`src/rtl/pwm_multi_gen_if.sv`:
```
// Control/output bundle for pwm_multi_gen.
// The pol field exists only when PWM_POLARITY_EN is defined.
interface pwm_multi_gen_if #(
  parameter int unsigned WIDTH    = 8,
  parameter int unsigned CHANNELS = 4
);
  logic                         en;
  logic [WIDTH-1:0]             period;
  logic [CHANNELS*WIDTH-1:0]    duty;
  logic                         center;
  logic                         load;
`ifdef PWM_POLARITY_EN
  logic [CHANNELS-1:0]          pol;
`endif
  logic [CHANNELS-1:0]          pwm_out;
  logic                         period_end;

`ifdef PWM_POLARITY_EN
  modport master (
    output en, period, duty, center, load, pol,
    input  pwm_out, period_end
  );
  modport slave (
    input  en, period, duty, center, load, pol,
    output pwm_out, period_end
  );
`else
  modport master (
    output en, period, duty, center, load,
    input  pwm_out, period_end
  );
  modport slave (
    input  en, period, duty, center, load,
    output pwm_out, period_end
  );
`endif
endinterface

```
`src/rtl/pwm_multi_gen.sv`:
```
// Multi-channel PWM: shared edge/center-aligned counter, double-buffered period/duty/mode.
// Optional per-channel output polarity when PWM_POLARITY_EN is defined.
module pwm_multi_gen #(
  parameter int unsigned WIDTH    = 8,
  parameter int unsigned CHANNELS = 4
) (
  input logic            clk,
  input logic            rst_n,
  pwm_multi_gen_if.slave bus
);

  typedef enum logic {DirUp, DirDown} dir_e;

  logic [WIDTH-1:0]                 cnt_q, cnt_d;
  dir_e                             dir_q, dir_d;
  logic [WIDTH-1:0]                 period_s_q, period_s_d;
  logic [CHANNELS-1:0][WIDTH-1:0]   duty_s_q, duty_s_d;
  logic                             center_s_q, center_s_d;
  logic [CHANNELS-1:0]              pol_s_q, pol_s_d;
  logic                             pend_q, pend_d;
  logic                             start_q, start_d;
  logic [CHANNELS-1:0]              pwm_q, pwm_d;
  logic                             period_end_q, period_end_d;

  logic [CHANNELS-1:0]              pol_in;
  logic                             center_eff;
  logic                             boundary;
  logic                             take_shadow;

`ifdef PWM_POLARITY_EN
  assign pol_in = bus.pol;
`else
  assign pol_in = '0;
`endif

  // period_s==0 in center mode degenerates to a 1-cycle edge-aligned period.
  assign center_eff = center_s_q && (period_s_q != '0);

  always_comb begin
    if (center_eff) begin
      // With period_s==1 the down-count phase is empty, so the top is also the end.
      boundary = (cnt_q == WIDTH'(1)) && ((dir_q == DirDown) || (period_s_q == WIDTH'(1)));
    end else begin
      boundary = (cnt_q == period_s_q);
    end
  end

  always_comb begin
    cnt_d        = cnt_q;
    dir_d        = dir_q;
    pend_d       = pend_q;
    start_d      = 1'b0;
    period_end_d = 1'b0;
    pwm_d        = pol_s_q;
    take_shadow  = 1'b0;

    if (!bus.en) begin
      cnt_d = '0;
      dir_d = DirUp;
      if (bus.load) begin
        take_shadow = 1'b1;
        pend_d      = 1'b0;
      end
    end else begin
      for (int unsigned k = 0; k < CHANNELS; k++) begin
        pwm_d[k] = (cnt_q < duty_s_q[k]) ^ pol_s_q[k];
      end
      // Pulse is delayed one cycle so it lines up with the first output of the new period.
      start_d      = boundary;
      period_end_d = start_q;
      if (bus.load) begin
        pend_d = 1'b1;
      end
      if (boundary) begin
        cnt_d = '0;
        dir_d = DirUp;
        if (bus.load || pend_q) begin
          take_shadow = 1'b1;
          pend_d      = 1'b0;
        end
      end else if (!center_eff) begin
        cnt_d = cnt_q + WIDTH'(1);
      end else if (dir_q == DirUp) begin
        if (cnt_q == period_s_q) begin
          cnt_d = cnt_q - WIDTH'(1);
          dir_d = DirDown;
        end else begin
          cnt_d = cnt_q + WIDTH'(1);
        end
      end else begin
        cnt_d = cnt_q - WIDTH'(1);
      end
    end
  end

  always_comb begin
    period_s_d = period_s_q;
    duty_s_d   = duty_s_q;
    center_s_d = center_s_q;
    pol_s_d    = pol_s_q;
    if (take_shadow) begin
      period_s_d = bus.period;
      center_s_d = bus.center;
      pol_s_d    = pol_in;
      for (int unsigned k = 0; k < CHANNELS; k++) begin
        duty_s_d[k] = bus.duty[k*WIDTH +: WIDTH];
      end
    end
  end

  always_ff @(posedge clk or negedge rst_n) begin
    if (!rst_n) begin
      cnt_q        <= '0;
      dir_q        <= DirUp;
      period_s_q   <= '0;
      duty_s_q     <= '0;
      center_s_q   <= 1'b0;
      pol_s_q      <= '0;
      pend_q       <= 1'b0;
      start_q      <= 1'b0;
      pwm_q        <= '0;
      period_end_q <= 1'b0;
    end else begin
      cnt_q        <= cnt_d;
      dir_q        <= dir_d;
      period_s_q   <= period_s_d;
      duty_s_q     <= duty_s_d;
      center_s_q   <= center_s_d;
      pol_s_q      <= pol_s_d;
      pend_q       <= pend_d;
      start_q      <= start_d;
      pwm_q        <= pwm_d;
      period_end_q <= period_end_d;
    end
  end

  assign bus.pwm_out    = pwm_q;
  assign bus.period_end = period_end_q;

endmodule
```
`src/flat_wrapper.sv`:
```
// flat-port wrapper written by rule: the top's interface ports become plain ports
module pwm_multi_gen_flat 
#(
  parameter int unsigned WIDTH    = 8,
  parameter int unsigned CHANNELS = 4
)
  (clk, rst_n, bus_en, bus_period, bus_duty, bus_center, bus_load, bus_pwm_out, bus_period_end);
  pwm_multi_gen_if #(.WIDTH(WIDTH), .CHANNELS(CHANNELS)) bus_i ();
  input logic clk;
  input logic rst_n;
  input wire logic [$bits(bus_i.en)-1:0] bus_en;
  input wire logic [$bits(bus_i.period)-1:0] bus_period;
  input wire logic [$bits(bus_i.duty)-1:0] bus_duty;
  input wire logic [$bits(bus_i.center)-1:0] bus_center;
  input wire logic [$bits(bus_i.load)-1:0] bus_load;
  output wire logic [$bits(bus_i.pwm_out)-1:0] bus_pwm_out;
  output wire logic [$bits(bus_i.period_end)-1:0] bus_period_end;
  assign bus_i.en = bus_en;
  assign bus_i.period = bus_period;
  assign bus_i.duty = bus_duty;
  assign bus_i.center = bus_center;
  assign bus_i.load = bus_load;
  assign bus_pwm_out = bus_i.pwm_out;
  assign bus_period_end = bus_i.period_end;
  pwm_multi_gen #(.WIDTH(WIDTH), .CHANNELS(CHANNELS)) u_core (.clk(clk), .rst_n(rst_n), .bus(bus_i));
endmodule
```
`config.mk`:
```
export PLATFORM = sky130hd
export DESIGN_NAME = pwm_multi_gen_flat
export DESIGN_NICKNAME = d
export VERILOG_FILES = /design/src/rtl/pwm_multi_gen_if.sv /design/src/rtl/pwm_multi_gen.sv /design/src/flat_wrapper.sv
export SDC_FILE = /design/constraint.sdc
export NUM_CORES = 1
export LEC_CHECK = 0
export ABC_AREA = 1
export CORE_ASPECT_RATIO = 0.7
export CORE_MARGIN = 1.5
export CORE_UTILIZATION = 50
export CTS_CLUSTER_DIAMETER = 30
export CTS_CLUSTER_SIZE = 20
export DETAILED_ROUTE_END_ITERATION = 8
export PLACE_DENSITY_LB_ADDON = 0.25
export SKIP_CTS_REPAIR_TIMING = 1
export SYNTH_ARGS = -nofsm -noshare
export SYNTH_HDL_FRONTEND = slang
export SYNTH_SLANG_ARGS = --single-unit
```
`constraint.sdc`:
```
create_clock -name clk -period 1.5 [get_ports clk]
set_input_delay 0.3 -clock clk [delete_from_list [all_inputs] [get_ports clk]]
set_output_delay 0.3 -clock clk [all_outputs]
set_load 0.02 [all_outputs]
```
==> results.py, run 1 <==
metrics = {
    "worst_setup_path": {
        "crit_path_start_kind": "flop",
        "critPathMaxFanout": 6,
        "rr_startpoint": "u_core.cnt_q[4]",
        "cp-startpoint": "u_core.cnt_q[4]",
        "r2r_cells": 11,
        "cp-endpoint": "u_core.cnt_q[7]",
        "worstPathRequired_ns": 1.75,
        "r2r_end": "u_core.cnt_q[7]",
        "cp.arrival_ns": 1.95,
        "worst_setup_path_end_kind": "flop",
        "path_class": "flop to flop",
        "r2r_slack_ns": -0.21,
    },
    "job": {
        "maxCapViolCount": 0,
    },
    "synthesis": {
        "synthesis.area_um2": 3590,
        "synth_seq_area_share": 0.397,
        "ys_types": 21,
        "ys_seq_elements": 57,
        "syn_inst": 460,
        "yosysWarnings": 0,
        "syn_nets": 536,
        "syn_area_per_cell_um2": 7.80,
    },
    "power_and_ir_drop": {
        "pwr-share-seq": 0.361,
        "p_int_uw": 3630,
        "vdd_ir_drop_max_uv": 875,
        "switchingPower_uw": 1960,
        "clkPwrFrac": 0.260,
        "combinationalPowerShare": 0.378,
        "p_leak_uw": 0.00270,
        "power_density_nw_per_um2": 1060,
        "power_switching_share": 0.351,
    },
    "outcome": {
        "status": "finished with violations",
        "violations": "setup timing",
    },
    "sta": {
        "layout_setup_ws_ns": -0.205,
        "relSlewSlack": 0.797,
        "rsz0062_at_grt": "true",
        "tightest_slew_ns": 0.304,
        "setup_viol": 54,
        "finalCritPeriodShare": 1.14,
        "min_period_ns": 1.71,
        "holdWs_ns": 0.366,
        "max_freq_mhz": 586,
        "hold_viol_final": 0,
        "fin_skew_ns": 0.00720,
        "drv_slew": 0,
    },
    "floorplanning": {
        "rows": 25,
        "dieWidth_um": 104,
        "fp.dieH_um": 73.9,
        "io_pins": 50,
        "core_um2": 6850,
        "initial_core_util": 0.524,
        "die-area_um2": 7700,
    },
    "detailed_routing": {
        "vias": 3385,
        "dr_wl_met2_um": 4510,
        "drc": 0,
        "ant_nets": 0,
        "drt_first_pass_iters": 5,
        "wl_met3_um": 588,
        "vias_per_cell": 5.10,
        "wire_per_inst_um": 14.8,
        "drt_iter0_markers": 133,
        "routed.top_layer": "met4",
        "m1WireLength_um": 4520,
        "drt-total-wl_um": 9800,
    },
    "clock_network": {
        "clkLatencyLatePin_ns": 0.35,
        "clockBufferDepth": 2,
        "cts_inserted_buffers": 9,
        "root_buffer": "clkbuf_8",
        "cts_tree": "done",
        "cts_sinks": 57,
        "clk_pin_slew_ns": 0.07,
        "cts_max_level": 3,
    },
    "final_layout": {
        "n_antenna_cell": 0,
        "layout.cells.non_filler": 664,
        "nets": 642,
        "final_layout_size_suffix_gt1_frac": 0.323,
        "areaGrowthSynthToFinish_pct": 47.0,
        "utilization": 0.770,
    },
    "place": {
        "portBuffers": 49,
        "dp_hpwl_um": 6740,
        "dpl.cell_count": 635,
        "gp_congestion": 0.890,
    },
    "global_routing": {
        "antenna_found_initial": 0,
        "grt_pass1_vias": 3194,
        "grt.overflow.total": 0,
        "grt_max_degree": 42,
        "track_usage": 0.257,
        "grt_pass1_wl_um": 15000,
    },
    "hold_path": {
        "min_path_type": "input pin to asynchronous set/reset pin",
    },
}
Yosys cell counts:
master | count | area, um2
buf_2 | 11 | 55.1
nand2_2 | 1 | 6.26
nand2_1 | 155 | 582
nand3_2 | 21 | 210
buf_6 | 2 | 22.5
a21oi_1 | 23 | 115
clkbuf_1 | 2 | 7.51
nand3_1 | 38 | 190
nor2_1 | 33 | 124
ha_1 | 31 | 388
o21ai_1 | 1 | 5.00
xor2_1 | 8 | 70.1
xnor2_1 | 4 | 35.0
a211oi_1 | 5 | 37.5
inv_1 | 52 | 195
buf_12 | 2 | 40.0
nand3b_1 | 4 | 30.0
inv_2 | 3 | 11.3
o21ai_0 | 5 | 25.0
dfrtp_1 | 57 | 1430
nor2_2 | 2 | 12.5
stage by stage:
stage	setup TNS, ns	total power, uW	worst slack [ns]	area, um2
detailed placement	-8.12	3700	-0.223	4510
floorplan	-0.151	3040	-0.00711	3620
CTS	-9.31	5160	-0.255	4700
global placement	-5.96	3620	-0.151	4510
global route	-9.91	5930	-0.301	5270
finish	-6.20	5590	-0.205	5270
layer usage:
metal  track usage  vias up
met5             0        -
met4         0.114        0
met3        0.0692       16
met2         0.403      107
met1         0.337     1589
li1              -     1673
cells by family (layout without fill, tap and decap cells):
group | count (synthesis) | after routing | share of synthesized area
compound gates | 34 | 34 | 0.0509
xor+xnor | 12 | 12 | 0.0293
fa+ha+maj | 31 | 31 | 0.108
buf+inv | 72 | 182 | 0.0924
flops | 57 | 57 | 0.397
simple gates | 254 | 254 | 0.322
worst max-delay path, stage by stage, from the launching register on:
cell,delay [ns]
dfrtp_2,0.48
buf_4,0.15
buf_6,0.12
nand2_2,0.07
nor2_2,0.13
nand3_1,0.09
nand2_1,0.11
inv_1,0.07
nand3_1,0.10
nand3_1,0.10
nand2_1,0.11
inv_1,0.05
worst min path at each step:
stage | startpoint | to | slack, ns
floorplan | rst_n | u_core.bus.period_end | 0.004
global placement | rst_n | u_core.duty_s_q[23] | 0.19
global route | rst_n | u_core.duty_s_q[28] | 0.38
finish | rst_n | u_core.duty_s_q[28] | 0.37
detailed placement | rst_n | u_core.duty_s_q[23] | 0.20
CTS | rst_n | u_core.duty_s_q[28] | -0.18
state kept, by name, indices dropped and copies added, names as in the netlist:
register and cells:
u_core.bus.period_end 1, u_core.bus.pwm_out 4, u_core.dir_q 1, u_core.period_s_q 8, u_core.center_s_q 1, u_core.start_q 1
u_core.pend_q 1, u_core.duty_s_q 32, u_core.cnt_q 8
cells in the final DEF (no fill, tap or decap), types with 3 or more instances in the layout:
cell               n
dfrtp_1           49
nand3_2           23
dlymetal6s2s_1     5
xor2_1             7
a21oi_1           12
nand2_1          139
clkbuf_8          11
xnor2_2            3
nand2_2           14
ha_4              10
ha_1              20
nand2_4            3
nor2_4             4
nand3_1           34
buf_6              9
clkdlybuf4s50_1   43
dfrtp_2            8
nor2_1            19
inv_2              6
o21ai_1            3
a21oi_2            9
buf_12             4
a211oi_2           5
buf_4             47
nand3b_1           4
inv_1             48
nor2_2            12
layout make-up:
type / instances / area, um2
flip-flops and latches: 57 / 1440
multi-input cells: 331 / 2230
clock buffers: 12 / 155
fillers: 471 / 1580
inverters: 55 / 209
repair buffers: 112 / 1080
well taps: 94 / 118
clock inverters: 3 / 40.0
power groups by stage:
stage          clock, uW  combinational (uW)  sequential [uW]
3_5_place_dp           0                1690             2010
4_1_cts             1480                1700             1980
3_3_place_gp           0                1620             2010
2_1_floorplan          0                1040             2000
5_1_grt             1550                2330             2050
6_report            1450                2110             2020
(Power assumes the default switching activity.)
==> run 2, diff against run 1 <==
--- a/config.mk
+++ b/config.mk
@@ -6,10 +6,11 @@
 export NUM_CORES = 1
 export LEC_CHECK = 0
 export ABC_AREA = 1
+export CELL_PAD_IN_SITES_DETAIL_PLACEMENT = 1
+export CELL_PAD_IN_SITES_GLOBAL_PLACEMENT = 2
 export CORE_ASPECT_RATIO = 0.7
 export CORE_MARGIN = 1.5
-export CORE_UTILIZATION = 50
-export CTS_CLUSTER_DIAMETER = 30
+export CORE_UTILIZATION = 32
 export CTS_CLUSTER_SIZE = 20
 export DETAILED_ROUTE_END_ITERATION = 8
 export PLACE_DENSITY_LB_ADDON = 0.25
==> constraint.sdc (replaced) <==
create_clock -name clk -period 1.68 [get_ports clk]
set_input_delay 0.336 -clock clk [delete_from_list [all_inputs] [get_ports clk]]
set_output_delay 0.336 -clock clk [all_outputs]
set_load 0.02 [all_outputs]
==> run 2 against run 1 <==
Compared with the run above: the run ends with hold timing, setup timing left; clock skew rose by 0.0029 ns; critical path depth shrank 1; hold slack lost 0.37 ns; worst setup slack better by 0.16 ns; clock-buffer cell count shrank 2; core utilization down 31 points; highest routed layer unchanged; maximum frequency down 0.89%.
==> results.py, run 2 (same netlist as run 1, synthesis figures left out) <==
metrics = {
    "outcome": {
        "status": "finished with violations",
        "violations": "hold timing, setup timing",
    },
    "detailed_routing": {
        "drc": 0,
        "wire_per_inst_um": 15.5,
        "drt_first_pass_iters": 4,
        "vias": 3271,
        "ant_nets": 0,
        "vias_per_cell": 4.61,
        "drt-total-wl_um": 11000,
        "drt_iter0_markers": 149,
    },
    "final_layout": {
        "final_layout_size_suffix_gt1_frac": 0.210,
        "n_antenna_cell": 0,
        "utilization": 0.458,
        "areaGrowthSynthToFinish_pct": 39.9,
        "nets": 627,
        "layout_common_cells": "nand2_1 (150), dfrtp_1 (52), inv_1 (50)",
        "top_register": "u_core.duty_s_q",
        "top_regs": "u_core.duty_s_q x32, u_core.cnt_q x8, u_core.period_s_q x8",
        "largest_register_ffs": 32,
        "final_common_cell": "nand2_1",
        "fin_area_um2": 5020,
        "nFillCells": 1352,
    },
    "floorplanning": {
        "initial_core_util": 0.327,
        "core_um2": 11000,
        "die-area_um2": 11900,
        "fp.dieH_um": 91.6,
        "rows": 32,
        "io_pins": 50,
        "dieWidth_um": 130,
    },
    "global_routing": {
        "grt_pass1_wl_um": 17400,
        "track_usage": 0.196,
        "grt_max_degree": 58,
        "antenna_found_initial": 0,
        "grt.overflow.total": 0,
        "grt_pass1_vias": 3441,
    },
    "job": {
        "maxCapViolCount": 0,
    },
    "sta": {
        "finalCritPeriodShare": 1.02,
        "rsz0062_at_grt": "true",
        "min_period_ns": 1.72,
        "fin_tns_setup_ns": -0.373,
        "setup_viol": 20,
        "max_freq_mhz": 581,
        "fin_skew_ns": 0.0101,
        "hold_viol_final": 6,
        "relSlewSlack": 0.784,
        "tightest_slew_ns": 0.325,
        "drv_slew": 0,
        "holdWs_ns": -0.00441,
        "layout_setup_ws_ns": -0.0406,
    },
    "worst_setup_path": {
        "worstPathRequired_ns": 1.95,
        "r2r_end": "u_core.duty_s_q[2]",
        "r2r_slack_ns": -0.04,
        "cp.arrival_ns": 2.00,
        "crit_path_start_kind": "flop",
        "r2r_cells": 10,
        "worst_setup_path_end_kind": "flop",
        "cp-endpoint": "u_core.duty_s_q[2]",
        "cp-startpoint": "u_core.period_s_q[6]",
        "slowest_delay_ns": 0.39,
        "path_class": "flop to flop",
        "crit_path_top_delay_cell": "dfrtp_1",
        "worstPathCellList": "buf_4, xnor2_2, nand2_2, nor2_2, nand3_2, nand3_4, buf_6, clkbuf_16, nand3_1, nand2_1",
        "critPathMaxFanout": 10,
        "rr_startpoint": "u_core.period_s_q[6]",
    },
    "clock_network": {
        "cts_inserted_buffers": 9,
        "root_buffer": "clkbuf_16",
        "cts_tree": "done",
        "clkLatencyLatePin_ns": 0.34,
        "cts_max_level": 3,
        "cts_sinks": 57,
        "clk_pin_slew_ns": 0.06,
        "clockBufferDepth": 2,
    },
    "power_and_ir_drop": {
        "p_int_uw": 3530,
        "vdd_ir_drop_max_uv": 409,
        "p_leak_uw": 0.00259,
        "clkPwrFrac": 0.348,
        "p_total_uw": 5300,
        "switchingPower_uw": 1770,
        "power_density_nw_per_um2": 1060,
        "power_switching_share": 0.333,
        "combinationalPowerShare": 0.314,
        "pwr-share-seq": 0.338,
    },
    "place": {
        "dp_hpwl_um": 7960,
        "gp_congestion": 0.821,
        "portBuffers": 49,
        "dpl_cell_area_um2": 4530,
    },
    "hold_path": {
        "min_path_type": "input pin to asynchronous set/reset pin",
    },
}
## run 2: per-layer routing
layer	up-vias	share of wire	GRT usage	wire length [um]
met5	-	0	0	0
met4	0	0.012	0.0602	128
met3	13	0.045	0.0395	494
met2	55	0.47	0.320	5160
met1	1570	0.47	0.261	5190
li1	1633	-	-	-
## run 2: power groups by stage
stage	clock network (uW)	logic (uW)	registers (uW)
final	1840	1660	1790
after detailed placement	0	1570	1800
after CTS	1890	1580	1780
after global routing	1950	1890	1820
after floorplan	0	909	1790
after global placement	0	1500	1800
## run 2: final cells by class
class	count	area, um2	share of cell area
well taps	153	191	0.0381
flip-flops and latches	57	1430	0.285
clock buffers	10	239	0.0476
clock inverters	6	57.6	0.0115
repair buffers	97	975	0.194
multi-input cells	331	1920	0.382
inverters	55	206	0.0411
## run 2: worst max-delay path, delay by kind of cell, from the launching register on
kind | cells | cell delay (ns)
and+or+nand+nor | 6 | 0.63
buffers and inverters | 3 | 0.47
xor gates and xnor gates | 1 | 0.14
DFF | 1 | 0.39
## run 2: how the worst min path moves through the flow
stage / endpoint
2_1_floorplan: u_core.bus.period_end
3_3_place_gp: u_core.duty_s_q[21]
3_5_place_dp: u_core.duty_s_q[20]
4_1_cts: u_core.start_q
5_1_grt: u_core.duty_s_q[20]
6_report: u_core.period_s_q[7]
## run 2: through the flow
stage | std cells | hold WS (ns) | setup WS (ns)
after floorplan | 460 | 0.0404 | 0.159
after global placement | 685 | 0.366 | -0.183
after detailed placement | 685 | 0.371 | -0.228
after CTS | 701 | 0.0112 | -0.229
after global routing | 709 | 0.0254 | -0.125
final | 709 | -0.00441 | -0.0406
==> run 3, diff against run 2 <==
--- a/config.mk
+++ b/config.mk
@@ -6,6 +6,7 @@
 export NUM_CORES = 1
 export LEC_CHECK = 0
 export ABC_AREA = 1
+export ABC_CLOCK_PERIOD_IN_PS = 1680
 export CELL_PAD_IN_SITES_DETAIL_PLACEMENT = 1
 export CELL_PAD_IN_SITES_GLOBAL_PLACEMENT = 2
 export CORE_ASPECT_RATIO = 0.7
==> results of run 3 <==
Final layout, timing and power as in run 2 (identical DEF).
